## src/rtl/resp_misr_pkg.sv

```systemverilog
// Shared definitions for the response-side MISR checker: state encodings
// and the default polynomial and seed.
package resp_misr_pkg;

   typedef enum logic [1:0] {
      IDLE = 2'd0,
      RUN  = 2'd1,
      DONE = 2'd2
   } misr_state_e;

   localparam logic [15:0] MISR_POLY = 16'h1021;
   localparam logic [15:0] MISR_SEED = 16'h0000;

endpackage

```

## src/rtl/resp_misr_step.sv

```systemverilog
// One MISR update: shift left, fold the feedback taps in when the MSB falls
// out, then XOR in the incoming word. Purely combinational.
module misr_step #(
   parameter int unsigned           WIDTH = 16,
   parameter logic [WIDTH-1:0]      POLY  = 16'h1021
) (
   input  logic [WIDTH-1:0] sig_i,
   input  logic [WIDTH-1:0] din_i,
   output logic [WIDTH-1:0] next_o
);

   logic [WIDTH-1:0] fb;

   always_comb begin
      fb     = sig_i[WIDTH-1] ? POLY : '0;
      next_o = ({sig_i[WIDTH-2:0], 1'b0} ^ fb) ^ din_i;
   end

endmodule

```

## src/rtl/resp_misr.sv

```systemverilog
// Compacts a run of response words into a signature and compares it with a
// golden value latched at start.
//
// state | meaning
// IDLE  | waiting for start, no words accepted
// RUN   | accepting words until num_words have been compacted
// DONE  | signature and pass verdict held until the next start
module resp_misr
   import resp_misr_pkg::*;
#(
   parameter int unsigned      WIDTH   = 16,
   parameter logic [WIDTH-1:0] POLY    = MISR_POLY,
   parameter logic [WIDTH-1:0] SEED    = MISR_SEED,
   parameter int unsigned      COUNT_W = 8
) (
   input  logic               clk,
   input  logic               reset,
   input  logic               start,
   input  logic [COUNT_W-1:0] num_words,
   input  logic [WIDTH-1:0]   expected,
   input  logic               in_valid,
   input  logic [WIDTH-1:0]   in_data,
   output logic               in_ready,
   output logic               busy,
   output logic               done,
   output logic               pass,
   output logic [WIDTH-1:0]   signature,
   output logic [COUNT_W-1:0] words_seen
);

   misr_state_e        state_q, state_d;
   logic [WIDTH-1:0]   sig_q, sig_d;
   logic [WIDTH-1:0]   exp_q, exp_d;
   logic [COUNT_W-1:0] cnt_q, cnt_d;
   logic [COUNT_W-1:0] num_q, num_d;
   logic               pass_q, pass_d;
   logic               busy_q, done_q;
   logic [WIDTH-1:0]   sig_next;

   misr_step #(
      .WIDTH (WIDTH),
      .POLY  (POLY)
   ) u_step (
      .sig_i  (sig_q),
      .din_i  (in_data),
      .next_o (sig_next)
   );

   always_comb begin
      state_d = state_q;
      sig_d   = sig_q;
      exp_d   = exp_q;
      cnt_d   = cnt_q;
      num_d   = num_q;
      pass_d  = pass_q;
      unique case (state_q)
         IDLE, DONE: begin
            if (start) begin
               sig_d  = SEED;
               cnt_d  = '0;
               num_d  = num_words;
               exp_d  = expected;
               pass_d = 1'b0;
               if (num_words == '0) begin
                  state_d = DONE;
                  pass_d  = (SEED == expected);
               end else begin
                  state_d = RUN;
               end
            end
         end
         RUN: begin
            if (in_valid) begin
               sig_d = sig_next;
               cnt_d = cnt_q + COUNT_W'(1);
               // Verdict uses the signature being written on this same edge.
               if (cnt_d == num_q) begin
                  state_d = DONE;
                  pass_d  = (sig_next == exp_q);
               end
            end
         end
         default: state_d = IDLE;
      endcase
   end

   always_ff @(posedge clk) begin
      if (reset) begin
         state_q <= IDLE;
         sig_q   <= SEED;
         exp_q   <= '0;
         cnt_q   <= '0;
         num_q   <= '0;
         pass_q  <= 1'b0;
         busy_q  <= 1'b0;
         done_q  <= 1'b0;
      end else begin
         state_q <= state_d;
         sig_q   <= sig_d;
         exp_q   <= exp_d;
         cnt_q   <= cnt_d;
         num_q   <= num_d;
         pass_q  <= pass_d;
         busy_q  <= (state_d == RUN);
         done_q  <= (state_d == DONE);
      end
   end

   assign in_ready   = (state_q == RUN);
   assign busy       = busy_q;
   assign done       = done_q;
   assign pass       = pass_q;
   assign signature  = sig_q;
   assign words_seen = cnt_q;

endmodule
```

## config.mk

```make
export PLATFORM = sky130hd
export DESIGN_NAME = resp_misr
export DESIGN_NICKNAME = d
export VERILOG_FILES = /design/src/rtl/resp_misr_pkg.sv /design/src/rtl/resp_misr_step.sv /design/src/rtl/resp_misr.sv
export SDC_FILE = /design/constraint.sdc
export NUM_CORES = 1
export LEC_CHECK = 0
export CAP_MARGIN = 20
export CORE_ASPECT_RATIO = 0.9
export CORE_MARGIN = 10
export CORE_UTILIZATION = 40
export DETAILED_ROUTE_END_ITERATION = 8
export PLACE_DENSITY = 0.69
export SYNTH_ARGS = -nofsm -noshare
export SYNTH_HDL_FRONTEND = slang
export SYNTH_HIERARCHICAL = 1
export SYNTH_SLANG_ARGS = --single-unit
```

## constraint.sdc

```tcl
create_clock -name clk -period 2.25 [get_ports clk]
set_clock_uncertainty 0.05 [all_clocks]
set_input_delay 0.3375 -clock clk [delete_from_list [all_inputs] [get_ports clk]]
set_output_delay 0.3375 -clock clk [all_outputs]
set_load 0.005 [all_outputs]
```

# Yosys cells after proc, flatten, opt, wreduce, memory -nomap -nowiden
# Cells that the tools add are included.
# word_totals
in_bits	44
elab_cells	45
register_bits	53
out_inout_bits	28
# classes
n_addsub	1
n_eq_ne	9
n_reduce_logical	8
mux	17
bitwise	2
# ops
operator	count
16-bit two-way mux	2
16-bit case mux with 2 select lines	1
16-bit XOR	2
16-bit equality test	1
16-bit logical NOT	1
8-bit two-way mux	2
8-bit case mux with 2 select lines	1
13-bit two-way mux	1
8-bit by 1-bit adder with 8-bit output, second input constant	1
8-bit equality test	1
8-bit logical NOT	1
2-bit two-way mux	4
2-bit by 1-bit equality test with 1-bit output, second input constant	2
2-bit equality test, second input constant	2
1-bit two-way mux	4
2-bit != test, second input constant	2
2-bit case mux with 2 select lines	1
4-bit AND reduction	1
3-bit AND reduction	1
2-bit logical NOT	1
2-bit by 1-bit != test with 1-bit output, second input constant	1
1-bit case mux with 2 select lines	1
2-bit AND reduction	1
2-bit nonzero test	1
2-bit OR reduction	1

# Logic depth before layout (Yosys ltp)
# Gate-level depths: netlist of the first run.
# depth
ltp_word	7
depth_mapped	7
mapped_depth_nobuf	7

# Hierarchy
# The synthesis of the first run kept the hierarchy.
# modules_own_cells
mod	n_inst	seq_area_each_um2	cells_per_inst	area_per_inst_um2
resp_misr	1	1061.0	302	2413.6
misr_step	1	0.0	16	173.9

# Least setup slack after synthesis of the first run
# OpenSTA, ideal clock, no wires.
# synth_path
kind	reg2reg
start	register cnt_q[0], in the netlist words_seen[0]
end	register pass_q, in the netlist pass
synth_period_minus_slack_ps	1964
stages_incl_launch_ff	8
required_ps	2121
path_buffers	0
path_slack_ps	286
arrival_time_ps	1834
setup_ps	79
path_cell_list	dfxtp_1 > ha_1 > and3_2 > nand3_2 > xnor2_2 > nor4_4 > a311oi_1 > a211oi_2
# synth_via
elab_chain_len	4
# synth_rtl
element	line	rtl
from (decl)	resp_misr.sv:34	logic [COUNT_W-1:0] cnt_q, cnt_d;
from (signal assigned)	resp_misr.sv:101	cnt_q <= cnt_d;
8-bit by 1-bit adder with 8-bit output	resp_misr.sv:75	cnt_d = cnt_q + COUNT_W'(1);
8-bit equality test	resp_misr.sv:77	if (cnt_d == num_q) begin
2-bit by 1-bit != test with 1-bit output (no source line)	-	
4-bit AND reduction (no source line)	-	
to (signal assigned)	resp_misr.sv:103	pass_q <= pass_d;
to (decl)	resp_misr.sv:36	logic pass_q, pass_d;
# No other way between the ends.
# A chain may end at the register's enable or synchronous reset.

# Worst setup path in the final report of the first run
# layout_path
start	register cnt_q[1], in the netlist words_seen[1]
end	register pass_q, in the netlist pass
# Same word-level chain as after synthesis.

==> results of run 1 <==
==> registers in the layout (all words and copies together), names as in the netlist <==
| register | cells |
|---|---|
| exp_q | 16 |
| done | 1 |
| pass | 1 |
| busy | 1 |
| words_seen | 8 |
| num_q | 8 |
| state_q | 2 |
| signature | 16 |
==> cells in the final DEF, fill, tap and decap left out, types with 3 or more instances in the layout <==
cell and instances:
xor2_1 21, nor2_1 11, xnor2_1 20, a21oi_1 48, buf_4 9, nand2_1 75, o21ai_0 5, clkdlybuf4s50_1 70
a211oi_1 4, nand3_1 20, clkbuf_8 5, dfxtp_1 53, nor3_1 3, nor4_1 8
==> metal layers <==
metal  vias to the layer above  GRT usage  routed length (µm)
met3                         8     0.0387                 413
met5                         -          0                   0
met1                      1141      0.189                3490
met2                        69      0.224                3330
met4                         0     0.0502                 104
li1                       1219          -                   -
==> synthesized netlist by cell type (all sizes together) <==
master,n
clkbuf,17
a41oi,1
o21a,1
nand4,2
xor2,21
and2b,1
a311oi,1
inv,2
a211oi,5
nand2b,1
xnor2,21
xor3,2
nor3,4
dfxtp,53
nand3,22
nor4,9
nand3b,2
nor2b,1
a21oi,48
and3,1
o32ai,1
a22oi,1
a31oi,2
nor2,12
o21ai,5
buf,2
and2,1
nand2,75
a31o,2
ha,1
or4,1
==> worst min-delay path, delay by kind of cell, from the launching register on <==
kind / cells / cell delay [ns]
and+or+nand+nor: 1 / 0.05
DFF: 1 / 0.32
AOI/OAI and AO/OA: 1 / 0.05
==> path summary, 6_finish.rpt <==
path,end,start,cells past startpoint
max,pass$_SDFFE_PP0P_,words_seen[1]$_SDFFE_PP0P_,7
max reg2reg,pass$_SDFFE_PP0P_,words_seen[1]$_SDFFE_PP0P_,7
min reg2reg,exp_q[3]$_SDFFE_PP0P_,exp_q[3]$_SDFFE_PP0P_,2
min,exp_q[3]$_SDFFE_PP0P_,exp_q[3]$_SDFFE_PP0P_,2
==> power by group through the flow <==
stage	registers, W	clock network [W]	logic, W
floorplan	0.00104	0	0.000211
global placement	0.00104	0	0.000395
detailed placement	0.00104	0	0.000399
CTS	0.00102	0.000539	0.000401
global route	0.00102	0.000571	0.000437
finish	0.00102	0.000524	0.000401
==> final cells by class <==
cell class | instances | area share
clock buffer | 6 | 0.0206
sequential | 53 | 0.301
timing repair buffer | 82 | 0.231
clock inverter | 2 | 0.00284
inverter | 2 | 0.00213
tap | 87 | 0.0309
multi-input combinational | 244 | 0.411
==> per-stage QoR <==
stage | cell area [µm²] | power [W]
after global placement | 3440 | 0.00143
final | 3520 | 0.00194
after detailed placement | 3440 | 0.00144
after CTS | 3520 | 0.00196
after floorplan | 2590 | 0.00125
after global routing | 3520 | 0.00203
==> cell families (layout without fill, tap and decap cells) <==
| group | Yosys count | after routing | synth area share |
|---|---|---|---|
| flops | 53 | 53 | 0.410 |
| fa+ha+maj | 1 | 1 | 0.00483 |
| buf+inv | 21 | 92 | 0.0309 |
| simple gates | 132 | 132 | 0.243 |
| xor+xnor | 44 | 44 | 0.165 |
| compound gates | 67 | 67 | 0.147 |
==> impl_metrics.csv, run 1 <==
group,metric,value,unit
hold_path,hp-class,"flip-flop to flip-flop",
floorplan,pin_count,72,
finish,register_area,1060,µm²
timing,period_needed,2.07,ns
timing,fin_crit_sh,0.920,
timing,finalWorstSetupSlack,0.181,ns
timing,tns,0,ns
route,dr.pass1.iters,4,
synthesis,yosysTopAreaCellShare,0.410,
clocking,htree_levels,2,
finish,fillCellCount,593,
timing,worst_pin_slew,0.603,ns
power,power_switching_share,0.275,
setup_path,critical_path_class,"flip-flop to flip-flop",
synthesis,ys_warn_count,6,
setup_path,path_delay_family,"simple AND/OR/NAND/NOR gates",
synthesis,synth_area_leaders,"dfxtp_1, nand2_1, a21oi_1",
setup_path,worstPathRequired,2.44,ns
setup_path,cp.arrival,2.26,ns
route,routed_wirelength,7330,µm
clocking,ctsHoldBuffers,0,
place,dp_slack,0.0346,ns
setup_path,crit_chain,"ha_1 > and3_2 > nand3_2 > xnor2_2 > nor4_4 > a311oi_1 > a211oi_2",
clocking,cts_root_buf,"clkbuf_8",
clocking,cts_tree,"built",
synthesis,yosysUniqueCellTypes,40,
place,dp_hpwl,5670,µm
finish,multi_input_area,1450,µm²
power,power_density,552,nW/µm²
finish,fin_util,0.566,
power,p_int,0.00141,W
power,p_seq_frac,0.524,
finish,nets,433,
place,dp.cells,468,
power,max-vdd-ir-drop,218,µV
synthesis,seq_area_frac_synth,0.410,
power,p_sw,0.000534,W
global_route,grt_pass1_wl,11900,µm
synthesis,synthCells,318,
synthesis,yosys.area.top_type,"dfxtp_1",
setup_path,cp_max_fo,6,
setup_path,r2r_setup_slack,0.18,ns
setup_path,crit_path_end_kind,"flip-flop",
power,comb_power_share,0.206,
place,port_buffers,71,
route,drcViolationCount,0,
setup_path,crit_path_start_kind,"flip-flop",
clocking,worstSkewPairLatency,0.31,ns
power,pwr-share-clk,0.270,
power,leakage,1.27,nW
floorplan,dieArea,10100,µm²
timing,finalHoldViolCount,0,
timing,slew_violations,0,
timing,fin_hold_ws,0.422,ns
clocking,cts_sinks,53,
synthesis,syn_area,2590,µm²
setup_path,crit_buf_inv,0,
clocking,post_cts_resize_count,0,
route,drtIter0Drc,127,
global_route,grtUsageTotal,0.144,
synthesis,avgSynthCellArea,8.14,µm²
timing,maxSlewHeadroom,0.597,
clocking,clk_pin_slew_worst_paths,0.10,ns
clocking,postCtsSetupRepairBufs,0,
floorplan,row_count,27,
global_route,grt_pass1_vias,2314,
route,drt-vias-per-instance,5.12,
finish,n_antenna_cell,0,
finish,area_growth,36.0,%
timing,rsz0062_at_grt,"false",
synthesis,ys_seq_elements,53,
global_route,grt_antenna_before_repair,0,
global_route,overflow,0,
floorplan,core,6220,µm²
route,antenna_left,0,
floorplan,die_h,96.3,µm
clocking,numCtsBuffers,5,
setup_path,crit_slowest_cell,"dfxtp_1",
route,num_vias,2437,
timing,setup_viol,0,
place,place.gp.congestion,0.829,
global_route,grt_max_degree,33,
floorplan,initial_core_util,0.416,
timing,fmax,483,MHz
synthesis,synth_nets,363,
finish,drive_gt1_frac,0.0771,
finish,fin_cells,476,
status,outcome,"complete, no violations",
setup_path,cp_slowest_stage_delay,0.36,ns
floorplan,die_w,105,µm
route,wl_per_cell,15.4,µm
run,maxCapViolCount,0,
clocking,clockBufferDepth,2,
No activity file was read; power rests on OpenSTA's default activity.
==> inputs of run 2 (changes only) <==
Settings changed: CORE_MARGIN 10 to not set.
==> impl_metrics.csv, run 2 (same netlist as run 1, synthesis figures left out) <==
group,metric,value,unit
status,outcome,"complete, no violations",
timing,maxSlewHeadroom,0.645,
clocking,numCtsBuffers,5,
power,max-vdd-ir-drop,277,µV
finish,fin_util,0.567,
clocking,clockBufferDepth,2,
route,drtIter0Drc,140,
route,routed_wirelength,6450,µm
timing,period_needed,2.05,ns
finish,drive_gt1_frac,0.0771,
finish,layout_common_cells,"nand2_1, clkdlybuf4s50_1, dfxtp_1",
clocking,cts_tree,"built",
timing,fin_hold_ws,0.402,ns
floorplan,initial_core_util,0.419,
clocking,worstSkewPairLatency,0.30,ns
route,antenna_left,0,
floorplan,row_count,27,
global_route,grt_max_degree,33,
setup_path,startpoint,"words_seen[0]$_SDFFE_PP0P_",
setup_path,crit_path_start_kind,"flip-flop",
global_route,grt_antenna_before_repair,0,
global_route,overflow,0,
finish,nets,433,
clocking,postCtsSetupRepairBufs,0,
global_route,grtUsageTotal,0.201,
route,drcViolationCount,0,
floorplan,die_w,86.8,µm
timing,finalHoldViolCount,0,
finish,area_growth,35.5,%
timing,rsz0062_at_grt,"false",
timing,worst_pin_slew,0.531,ns
clocking,cts_root_buf,"clkbuf_8",
setup_path,crit_path_end_kind,"flip-flop",
place,port_buffers,71,
route,drt-vias-per-instance,5.06,
timing,setup_viol,0,
timing,slew_violations,0,
finish,fin_area,3510,µm²
finish,final_common_cell,"nand2_1",
place,place.gp.congestion,0.850,
timing,fin_crit_sh,0.910,
clocking,cts_sinks,53,
timing,fmax,489,MHz
clocking,htree_levels,2,
run,maxCapViolCount,0,
route,dr.pass1.iters,4,
floorplan,die_h,78.3,µm
floorplan,core,6180,µm²
hold_path,hp-class,"input port to flip-flop",
global_route,grt_pass1_wl,10600,µm
place,dp_hpwl,4940,µm
power,power_density,551,nW/µm²
clocking,clk_pin_slew_worst_paths,0.09,ns
floorplan,pin_count,72,
setup_path,worstPathRequired,2.43,ns
route,wl_per_cell,13.6,µm
setup_path,rr_startpoint,"words_seen[0]$_SDFFE_PP0P_",
global_route,grt_pass1_vias,2177,
power,leakage,1.27,nW
route,num_vias,2409,
setup_path,cp.arrival,2.22,ns
timing,tns,0,ns
place,place_area,3420,µm²
finish,n_antenna_cell,0,
clocking,ctsHoldBuffers,0,
clocking,post_cts_resize_count,0,
hold_path,hold_path_startpoint,"reset",
setup_path,critical_path_class,"flip-flop to flip-flop",
floorplan,dieArea,6790,µm²
setup_path,cp_max_fo,6,
==> run 2: per-stage QoR <==
step | total power (W) | std cells | setup slack (ns)
floorplan | 0.00125 | 318 | 0.286
global placement | 0.00143 | 468 | 0.119
detailed placement | 0.00143 | 468 | 0.0714
CTS | 0.00194 | 476 | 0.224
global route | 0.00202 | 476 | 0.0621
finish | 0.00193 | 476 | 0.203
==> run 2: final cells by class <==
| cell class | count | area [µm²] |
|---|---|---|
| well taps | 87 | 109 |
| inverters | 2 | 7.51 |
| flip-flops and latches | 53 | 1060 |
| clock inverters | 2 | 10.0 |
| clock buffers | 6 | 72.6 |
| fillers | 581 | 2680 |
| multi-input cells | 244 | 1450 |
| repair buffers | 82 | 801 |
==> run 2: worst paths after layout <==
| path | slack (ns) | depth (start not counted) | to |
|---|---|---|---|
| worst max-delay path | 0.20 | 7 | pass$_SDFFE_PP0P_ |
| worst min-delay path | 0.40 | 2 | words_seen[7]$_SDFFE_PP0P_ |
| worst max register to register | 0.20 | 7 | pass$_SDFFE_PP0P_ |
| worst min register to register | 0.42 | 2 | exp_q[1]$_SDFFE_PP0P_ |
==> run 2: report_power, final <==
part	internal (W)	switching (W)	total [W]	leakage [nW]
combinational	0.000207	0.000188	0.000395	0.790
clock	0.000217	0.000302	0.000518	0.0450
sequential	0.000982	0.0000355	0.00102	0.433
==> run 2: critical path: stages, from the launching register on <==
cell	delay, ns
dfxtp_1	0.36
ha_1	0.28
and3_2	0.26
nand3_2	0.13
xnor2_2	0.18
nor4_4	0.31
a311oi_1	0.18
a211oi_2	0.23
==> run 2: layer usage <==
| metal | global-route usage | part of all wire | vias up |
|---|---|---|---|
| met1 | 0.302 | 0.50 | 1122 |
| met5 | 0 | 0 | - |
| met4 | 0.0617 | 0.0090 | 0 |
| met3 | 0.0336 | 0.046 | 5 |
| met2 | 0.289 | 0.45 | 59 |
| li1 | - | - | 1223 |
